--- config.mk ---
export PLATFORM = sky130hd
export DESIGN_NAME = trap_return_ctrl
export DESIGN_NICKNAME = d
export VERILOG_FILES = /design/src/rtl/trap_return_ctrl_pkg.sv /design/src/rtl/trap_csr_regs.sv /design/src/rtl/trap_return_ctrl.sv
export SDC_FILE = /design/constraint.sdc
export NUM_CORES = 1
export LEC_CHECK = 0
export CAP_MARGIN = 20
export CELL_PAD_IN_SITES_DETAIL_PLACEMENT = 1
export CELL_PAD_IN_SITES_GLOBAL_PLACEMENT = 2
export CORE_AREA = 4 4 145 161
export DETAILED_ROUTE_END_ITERATION = 8
export DIE_AREA = 0 0 149 165
export GPL_ROUTABILITY_DRIVEN = 0
export HOLD_SLACK_MARGIN = 0.03
export PLACE_DENSITY = 0.82
export REMOVE_ABC_BUFFERS = 1
export SYNTH_ARGS = -nofsm -noshare
export SYNTH_HDL_FRONTEND = slang
export SYNTH_SLANG_ARGS = --single-unit
--- constraint.sdc ---
create_clock -name clk -period 1.7 [get_ports clk]
set_input_delay 0.17 -clock clk [delete_from_list [all_inputs] [get_ports clk]]
set_output_delay 0.17 -clock clk [all_outputs]
set_load 0.05 [all_outputs]
--- src/rtl/trap_return_ctrl_pkg.sv ---
`default_nettype none
// ============================================================================
// Module      : trap_return_ctrl_pkg
// Description : Shared types and constants for the trap entry/return
//               controller.
//               - Default widths.
//               - Exception code type.
//               - FSM state enum.
//               - CSR addresses and mstatus bit positions.
// Revision    : 1.0 - initial release
// ============================================================================
package trap_return_ctrl_pkg;

    localparam int ADDR_WIDTH = 32;
    localparam int DATA_WIDTH = 32;
    localparam int EXP_CODE_W = 5;

    typedef logic [EXP_CODE_W-1:0] ExpCode_t;

    typedef enum logic [0:0] {
        IDLE     = 1'b0,
        REDIRECT = 1'b1
    } TrapState_t;

    localparam logic [11:0] CSR_MSTATUS = 12'h300;
    localparam logic [11:0] CSR_MEPC    = 12'h341;
    localparam logic [11:0] CSR_MCAUSE  = 12'h342;

    localparam int MSTATUS_MIE  = 3;
    localparam int MSTATUS_MPIE = 7;

endpackage
`default_nettype wire

--- src/rtl/trap_csr_regs.sv ---
`default_nettype none
// ============================================================================
// Module      : trap_csr_regs
// Description : Storage for mstatus.MIE/MPIE, mepc and mcause, with write
//               priority and the CSR read mux.
//               Write priority, highest first:
//               1. trap entry
//               2. mret
//               3. software CSR write
// Ports       : clk, reset_       - clock, async active-low reset
//               i_trap_take       - exception accepted this cycle
//               i_mret_take       - mret accepted this cycle
//               i_csr_wr          - CSR write accepted this cycle
//               i_exp_code/i_pc   - trap cause and faulting PC
//               i_csr_addr/wdata  - CSR access port
//               o_csr_rdata       - combinational read of i_csr_addr
//               o_mie, o_mepc     - current MIE and mepc
// Revision    : 1.0 - initial release
// ============================================================================
module trap_csr_regs
    import trap_return_ctrl_pkg::*;
#(
    parameter int ADDR = ADDR_WIDTH,
    parameter int DATA = DATA_WIDTH
) (
    input  logic            clk,
    input  logic            reset_,
    input  logic            i_trap_take,
    input  logic            i_mret_take,
    input  logic            i_csr_wr,
    input  ExpCode_t        i_exp_code,
    input  logic [ADDR-1:0] i_pc,
    input  logic [11:0]     i_csr_addr,
    input  logic [DATA-1:0] i_csr_wdata,
    output logic [DATA-1:0] o_csr_rdata,
    output logic            o_mie,
    output logic [ADDR-1:0] o_mepc
);

    localparam logic [ADDR-1:0] c_ALIGN_MASK = ~ADDR'(3);

    logic            r_mie;
    logic            r_mpie;
    logic [ADDR-1:0] r_mepc;
    logic [DATA-1:0] r_mcause;
    logic [DATA-1:0] w_rdata;

    always_ff @(posedge clk or negedge reset_) begin
        if (!reset_) begin
            r_mie    <= 1'b0;
            r_mpie   <= 1'b0;
            r_mepc   <= '0;
            r_mcause <= '0;
        end else if (i_trap_take) begin
            r_mepc   <= i_pc & c_ALIGN_MASK;
            // Zero extension also clears the interrupt flag in bit DATA-1.
            r_mcause <= DATA'(i_exp_code);
            r_mpie   <= r_mie;
            r_mie    <= 1'b0;
        end else if (i_mret_take) begin
            r_mie    <= r_mpie;
            r_mpie   <= 1'b1;
        end else if (i_csr_wr) begin
            case (i_csr_addr)
                CSR_MSTATUS: begin
                    r_mie  <= i_csr_wdata[MSTATUS_MIE];
                    r_mpie <= i_csr_wdata[MSTATUS_MPIE];
                end
                CSR_MEPC:   r_mepc   <= ADDR'(i_csr_wdata) & c_ALIGN_MASK;
                CSR_MCAUSE: r_mcause <= i_csr_wdata;
                default: ;
            endcase
        end
    end

    always_comb begin
        w_rdata = '0;
        case (i_csr_addr)
            CSR_MSTATUS: begin
                w_rdata[MSTATUS_MIE]  = r_mie;
                w_rdata[MSTATUS_MPIE] = r_mpie;
            end
            CSR_MEPC:   w_rdata = DATA'(r_mepc);
            CSR_MCAUSE: w_rdata = r_mcause;
            default:    w_rdata = '0;
        endcase
    end

    assign o_csr_rdata = w_rdata;
    assign o_mie       = r_mie;
    assign o_mepc      = r_mepc;

endmodule
`default_nettype wire

--- src/rtl/trap_return_ctrl.sv ---
`default_nettype none
// ============================================================================
// Module      : trap_return_ctrl
// Description : Trap entry / mret controller beside the commit stage.
//               On an exception or mret it:
//               - updates the trap CSRs;
//               - pulses flush_;
//               - holds a fetch redirect until fetch accepts it.
// Ports       : clk, reset_                   - clock, async active-low reset
//               commit_exp_, commit_exp_code,
//               commit_pc                     - committed exception
//               commit_mret_                  - committed mret
//               exp_handler_pc                - trap handler target
//               csr_we_, csr_addr, csr_wdata,
//               csr_rdata                     - CSR access port
//               creg_exp_mask                 - interrupt mask (~MIE)
//               flush_                        - one-cycle flush pulse
//               redirect_valid_, redirect_pc,
//               redirect_ready                - fetch redirect handshake
//               busy                          - redirect outstanding
// Revision    : 1.0 - initial release
// ============================================================================
module trap_return_ctrl
    import trap_return_ctrl_pkg::*;
#(
    parameter int ADDR = ADDR_WIDTH,
    parameter int DATA = DATA_WIDTH
) (
    input  logic            clk,
    input  logic            reset_,
    input  logic            commit_exp_,
    input  ExpCode_t        commit_exp_code,
    input  logic [ADDR-1:0] commit_pc,
    input  logic            commit_mret_,
    input  logic [ADDR-1:0] exp_handler_pc,
    input  logic            csr_we_,
    input  logic [11:0]     csr_addr,
    input  logic [DATA-1:0] csr_wdata,
    output logic [DATA-1:0] csr_rdata,
    output logic            creg_exp_mask,
    output logic            flush_,
    output logic            redirect_valid_,
    output logic [ADDR-1:0] redirect_pc,
    input  logic            redirect_ready,
    output logic            busy
);

    TrapState_t      r_state;
    TrapState_t      w_next_state;
    logic            w_take_exp;
    logic            w_take_mret;
    logic            w_csr_wr;
    logic            r_flush;
    logic [ADDR-1:0] r_redirect_pc;
    logic            w_mie;
    logic [ADDR-1:0] w_mepc;

    always_ff @(posedge clk or negedge reset_) begin
        if (!reset_) begin
            r_state <= IDLE;
        end else begin
            r_state <= w_next_state;
        end
    end

    // Events and CSR writes are only honoured in IDLE.
    // An exception shadows a simultaneous mret.
    // Either event shadows a simultaneous CSR write.
    always_comb begin
        w_next_state = r_state;
        w_take_exp   = 1'b0;
        w_take_mret  = 1'b0;
        w_csr_wr     = 1'b0;
        case (r_state)
            IDLE: begin
                if (!commit_exp_) begin
                    w_take_exp   = 1'b1;
                    w_next_state = REDIRECT;
                end else if (!commit_mret_) begin
                    w_take_mret  = 1'b1;
                    w_next_state = REDIRECT;
                end else if (!csr_we_) begin
                    w_csr_wr     = 1'b1;
                end
            end
            REDIRECT: begin
                if (redirect_ready) begin
                    w_next_state = IDLE;
                end
            end
            default: w_next_state = IDLE;
        endcase
    end

    always_ff @(posedge clk or negedge reset_) begin
        if (!reset_) begin
            r_flush       <= 1'b0;
            r_redirect_pc <= '0;
        end else begin
            r_flush <= w_take_exp | w_take_mret;
            if (w_take_exp) begin
                r_redirect_pc <= exp_handler_pc;
            end else if (w_take_mret) begin
                r_redirect_pc <= w_mepc;
            end
        end
    end

    trap_csr_regs #(
        .ADDR (ADDR),
        .DATA (DATA)
    ) u_csr_regs (
        .clk         (clk),
        .reset_      (reset_),
        .i_trap_take (w_take_exp),
        .i_mret_take (w_take_mret),
        .i_csr_wr    (w_csr_wr),
        .i_exp_code  (commit_exp_code),
        .i_pc        (commit_pc),
        .i_csr_addr  (csr_addr),
        .i_csr_wdata (csr_wdata),
        .o_csr_rdata (csr_rdata),
        .o_mie       (w_mie),
        .o_mepc      (w_mepc)
    );

    assign flush_          = ~r_flush;
    assign redirect_valid_ = (r_state != REDIRECT);
    assign busy            = (r_state == REDIRECT);
    assign redirect_pc     = r_redirect_pc;
    assign creg_exp_mask   = ~w_mie;

endmodule
`default_nettype wire

**After elaboration in Yosys (flattened, before gate mapping)**

Index checks and enable logic that the tools add are counted.

- Input bits: 119
- Output and inout bits: 68
- Bits in registers: 100
- Logic and storage cells: 59

- Equal/unequal tests: 4
- Muxes and demuxes: 35
- Reduce and logical (&&, ||, !) cells: 9
- Bitwise operators: 4

Operator list:

| operator | number |
|---|---|
| $mux W32 | 10 |
| $pmux W24 S2 | 1 |
| $eq A12 B10 Y1 const B | 3 |
| $mux W1 | 19 |
| $pmux W3 S2 | 2 |
| $reduce_bool A2 Y1 | 4 |
| $pmux W1 S3 | 2 |
| $reduce_and A3 Y1 | 2 |
| $reduce_bool A3 Y1 | 2 |
| $not A1 Y1 | 3 |
| $ne A2 B2 Y1 const B | 1 |
| $pmux W1 S2 | 1 |
| $reduce_and A2 Y1 | 1 |
| $or A1 B1 Y1 | 1 |

**Logic depth before layout (Yosys ltp)**

- Depth in word-level cells: 7
- Mapped depth: 6
- Gate-level depth less buffers: 4

**By module**

Synthesis repeated with hierarchy kept, for this count alone.

- Cells, all modules: 504
- Area, all modules: 5107.4 um^2

By module, submodules not included:

| module | seq. area each (um^2) | area each (um^2) | times used | cells each |
|---|---|---|---|---|
| trap_csr_regs | 1601.5 | 3323.2 | 1 | 343 |
| trap_return_ctrl | 850.8 | 1784.2 | 1 | 161 |

**Least setup slack after synthesis**

OpenSTA, ideal clock, no wires.

- Path type: register to register
- From: register r_state, in the netlist busy
- To: register u_csr_regs.r_mcause[0]
- Data required time: 1.623 ns
- Setup time: 0.077 ns
- Setup slack: -0.340 ns
- Arrival: 1.963 ns
- Period minus slack after synthesis: 2.040 ns
- Stages on the path, launching flop included: 7
- Buffers on the path: 2
- Path through: dfrtp_1 > clkbuf_1 > inv_1 > nand2_1 > clkbuf_1 > nor2_1 > a21oi_1

- Longest elaborated chain between the ends: 3
- Elaborated cells between the ends (all ways): 8
- Classes of those cells: eq/ne: 1; mux: 4; reduce/logical: 3

RTL lines:

| element | RTL line | source |
|---|---|---|
| start: declaration | trap_return_ctrl.sv:48 | `TrapState_t r_state;` |
| start signal: assignment | trap_return_ctrl.sv:62 | `r_state <= w_next_state;` |
| $mux W1 | trap_return_ctrl.sv:74 | `case (r_state)` |
| $ne A2 B2 Y1 (no source line) / $reduce_bool A2 Y1 (equally long branches) | -- |  |
| $reduce_and A3 Y1 (no source line) | -- |  |
| end signal: assignment | trap_csr_regs.sv:57 | `r_mcause <= DATA'(i_exp_code);` |
| end signal: assignment | trap_csr_regs.sv:70 | `CSR_MCAUSE: r_mcause <= i_csr_wdata;` |
| end: declaration | trap_csr_regs.sv:45 | `logic [DATA-1:0] r_mcause;` |

Several ways; a longest one is shown, not always the timed one.
A chain may end at the register's enable or synchronous reset.

**Worst setup path in the final report**

- From: input csr_addr[2]
- To: output csr_rdata[7]

- Longest elaborated chain between the ends: 2
- Elaborated cells between the ends (all ways): 4
- Classes of those cells: eq/ne: 3; mux: 1

RTL lines:

| element | RTL line | source |
|---|---|---|
| start: declaration | trap_return_ctrl.sv:37 | `input logic [11:0] csr_addr,` |
| $eq A12 B10 Y1 | trap_csr_regs.sv:78 | `case (i_csr_addr)` |
| $pmux W1 S3 * | trap_csr_regs.sv:78 |  |
| end: declaration | trap_return_ctrl.sv:39 | `output logic [DATA-1:0] csr_rdata,` |

Every way passes the cells marked *; elsewhere a longest branch is shown, timed or not.

==> impl_metrics.env <==
export IMPL_outcome="finished with violations"
export IMPL_violations="negative setup slack"
export IMPL_cpPeakStageDelay_ns=0.56
export IMPL_synthFlopType="dfrtp_1"
export IMPL_tns_ns=-4.37
export IMPL_peakVddDrop_mv=0.447
export IMPL_startpoint_type="input port"
export IMPL_synthToLayoutAreaGrowth_pct=74.3
export IMPL_hold_class="in2async"
export IMPL_antenna_found_initial=1
export IMPL_synth_top_cells_by_count="dfrtp_1, o21ai_0, a21oi_1"
export IMPL_synth_area_leaders="dfrtp_1, a22oi_1, o21ai_0"
export IMPL_grt_total_usage_pct=17.7
export IMPL_synthArstFlopShare_pct=100
export IMPL_syn_area_per_cell_um2=9.09
export IMPL_crit_end="csr_rdata[7]"
export IMPL_setup_violations=48
export IMPL_finalHoldWorstSlack_ns=0.314
export IMPL_cp_startpoint="csr_addr[2]"
export IMPL_die_w_um=149
export IMPL_die_y_um=165
export IMPL_path_cells="buf_6 -> or4_4 -> nor4_4 -> buf_4 -> buf_16 -> a222oi_1 -> inv_1 -> buf_12"
export IMPL_worst_slew_pin_slew_ns=0.515
export IMPL_drive_gt1_share_pct=29.2
export IMPL_hpwl_um=14500
export IMPL_cp_max_fo=9
export IMPL_synth_top_area_share_pct=49.7
export IMPL_ys_ff_latch=98
export IMPL_synth_most_common_cell="dfrtp_1"
export IMPL_port_buffers=184
export IMPL_relSlewSlack_pct=65.8
export IMPL_insertion_delay_ns=0.36
export IMPL_timing_critical_path_arrival_ns=1.74
export IMPL_crit_reg2reg_launch="busy"
export IMPL_pre_cts_slack_ns=-0.627
export IMPL_num_vias=5301
export IMPL_netlist_top_cell_by_area="dfrtp_1"
export IMPL_tritoncts_num_sinks=98
export IMPL_num_nets_final=857
export IMPL_synth_enable_flop_cells=0
export IMPL_rows=57
export IMPL_reg2reg_slack_ns=0.16
export IMPL_core_area_um2=21800
export IMPL_syn_area_um2=4940
export IMPL_endpoint_kind="output pin"
export IMPL_path_class="in2out"
export IMPL_drt_wirelength_per_cell_um=21.9
export IMPL_synth_distinct_cells=30
export IMPL_reg2reg_depth=5
export IMPL_cpMaxStageDelayCell="or4_4"
export IMPL_yosysSeqAreaShare_pct=49.7
export IMPL_cts_root_buf="clkbuf_16"
export IMPL_syn_inst=543
export IMPL_required_ns=1.53
export IMPL_r2r_end="redirect_pc[23]"
export IMPL_cts_tree="done"
export IMPL_layout_setup_ws_ns=-0.206
export IMPL_numCtsBuffers=9
export IMPL_slew_violations=0
export IMPL_path_clk_slew_ns=0.07
export IMPL_drc=0
export IMPL_p_leak_uw=0.00352
export IMPL_drt_iter0_markers=235
export IMPL_cts_buffer_depth=2
export IMPL_start_util_pct=22.6
export IMPL_finClkSkew_ns=0.0100
export IMPL_period_minus_slack_ns=1.91
export IMPL_final_hold_violation_count=0
export IMPL_drv_cap=0
export IMPL_grt_max_degree=65
export IMPL_dr_pass1_iters=6
export IMPL_yosys_warnings=0
export IMPL_rsz0062_at_grt="yes"
export IMPL_period_share_pct=112
export IMPL_grt_pass1_wl_um=33700
export IMPL_grt_pass1_vias=5757
export IMPL_fillCellCount=2439
export IMPL_htree_levels=3
export IMPL_p_per_area_nw_per_um2=888
export IMPL_wl_um=22700
export IMPL_die_area_um2=24600
export IMPL_max_freq_mhz=525
export IMPL_postRouteAntennaNets=0
export IMPL_io_pins=187
export IMPL_grt_overflow_total=0
export IMPL_detail_route_vias_per_cell=5.10
-- worst max-delay path, delay by kind of cell --
family	cells	cell delay, ns
AO/OA/AOI/OAI	1	0.10
buffers and inverters	5	0.70
AND/OR/NAND/NOR	2	0.76
-- kinds of logic (layout without fill, tap and decap cells) --
family          after synthesis  count (layout)  synth area share, %
simple gates                 91              91                 9.32
mux                           1               1                0.228
buf+inv                      66             266                 5.19
other cells                   0               1                    0
compound gates              287             287                 35.6
flops                        98              98                 49.7
-- metrics by stage --
| step | power (µW) | utilization (%) | cell area [µm²] | std cells |
|---|---|---|---|---|
| after floorplan | 4360 | - | 4710 | 485 |
| after global placement | 5450 | 35.3 | 7690 | 1003 |
| after detailed placement | 5510 | 35.3 | 7690 | 1003 |
| after CTS | 7710 | 38.6 | 8420 | 1036 |
| after global routing | 8030 | 39.4 | 8610 | 1039 |
| final | 7640 | 39.4 | 8610 | 1039 |
-- layout make-up --
cell class                 count  area (µm²)  share of cell area (%)
antenna                        1        2.50                  0.0291
inverter                       8        30.0                   0.349
timing repair buffer         242        2800                    32.5
clock buffer                  11         243                    2.82
tap                          295         369                    4.29
multi-input combinational    379        2650                    30.8
clock inverter                 5        62.6                   0.727
sequential                    98        2450                    28.5
-- repair_timing --
action                                 4_1_cts  5_1_grt
gates cloned                                 3        3
hold buffers                                 1        0
resized for setup                           84       70
pin swaps                                   32        6
buffers inserted                            13        1
endpoints found under the hold margin       26        0
setup endpoints to repair                   88       62
-- worst min-delay path by stage --
stage                start                    end  slack, ns  cells after the start
floorplan           reset_                   busy      -0.13                      0
global placement    reset_        redirect_pc[13]       0.14                      1
detailed placement  reset_        redirect_pc[13]       0.14                      1
CTS                 reset_        redirect_pc[13]       0.30                      2
global route        reset_  u_csr_regs.o_mepc[26]       0.34                      2
finish              reset_  u_csr_regs.o_mepc[26]       0.31                      2
-- layer usage --
metal | GRT usage (%) | wire length [µm] | vias up
met5 | 0 | 0 | -
met1 | 21.3 | 9280 | 2669
met4 | 6.20 | 450 | 0
met2 | 31.4 | 12100 | 144
li1 | - | - | 2459
met3 | 3.54 | 935 | 29
-- power breakdown --
part           leakage [µW]  internal, µW  switching [µW]
Clock              0.000142          1190             997
Combinational       0.00219           900            1470
Sequential          0.00119          2720             363
-- placed cells by master, fill, tap and decap left out, types with 3 or more instances in the layout --
cell               n
o21ai_2           27
buf_6              5
a31oi_1           34
nand3_1           30
clkbuf_16         11
a22o_4            26
o21ai_1            4
clkdlybuf4s50_1  102
buf_12            52
nand2_1            3
buf_4             58
inv_1              8
a22oi_1           60
o21ai_0           61
dfrtp_1           97
nor2_1            37
a22o_1             4
a21oi_1           59
dlygate4sd2_1     14
a21oi_2            6
buf_2              7
-- state kept, by name (all words and copies together), names as in the netlist --
register	flops
busy	1
r_flush	1
u_csr_regs.o_mepc	30
u_csr_regs.r_mcause	32
redirect_pc	32
u_csr_regs.o_mie	1
u_csr_regs.r_mpie	1
Power figures use the tool's default switching activity.
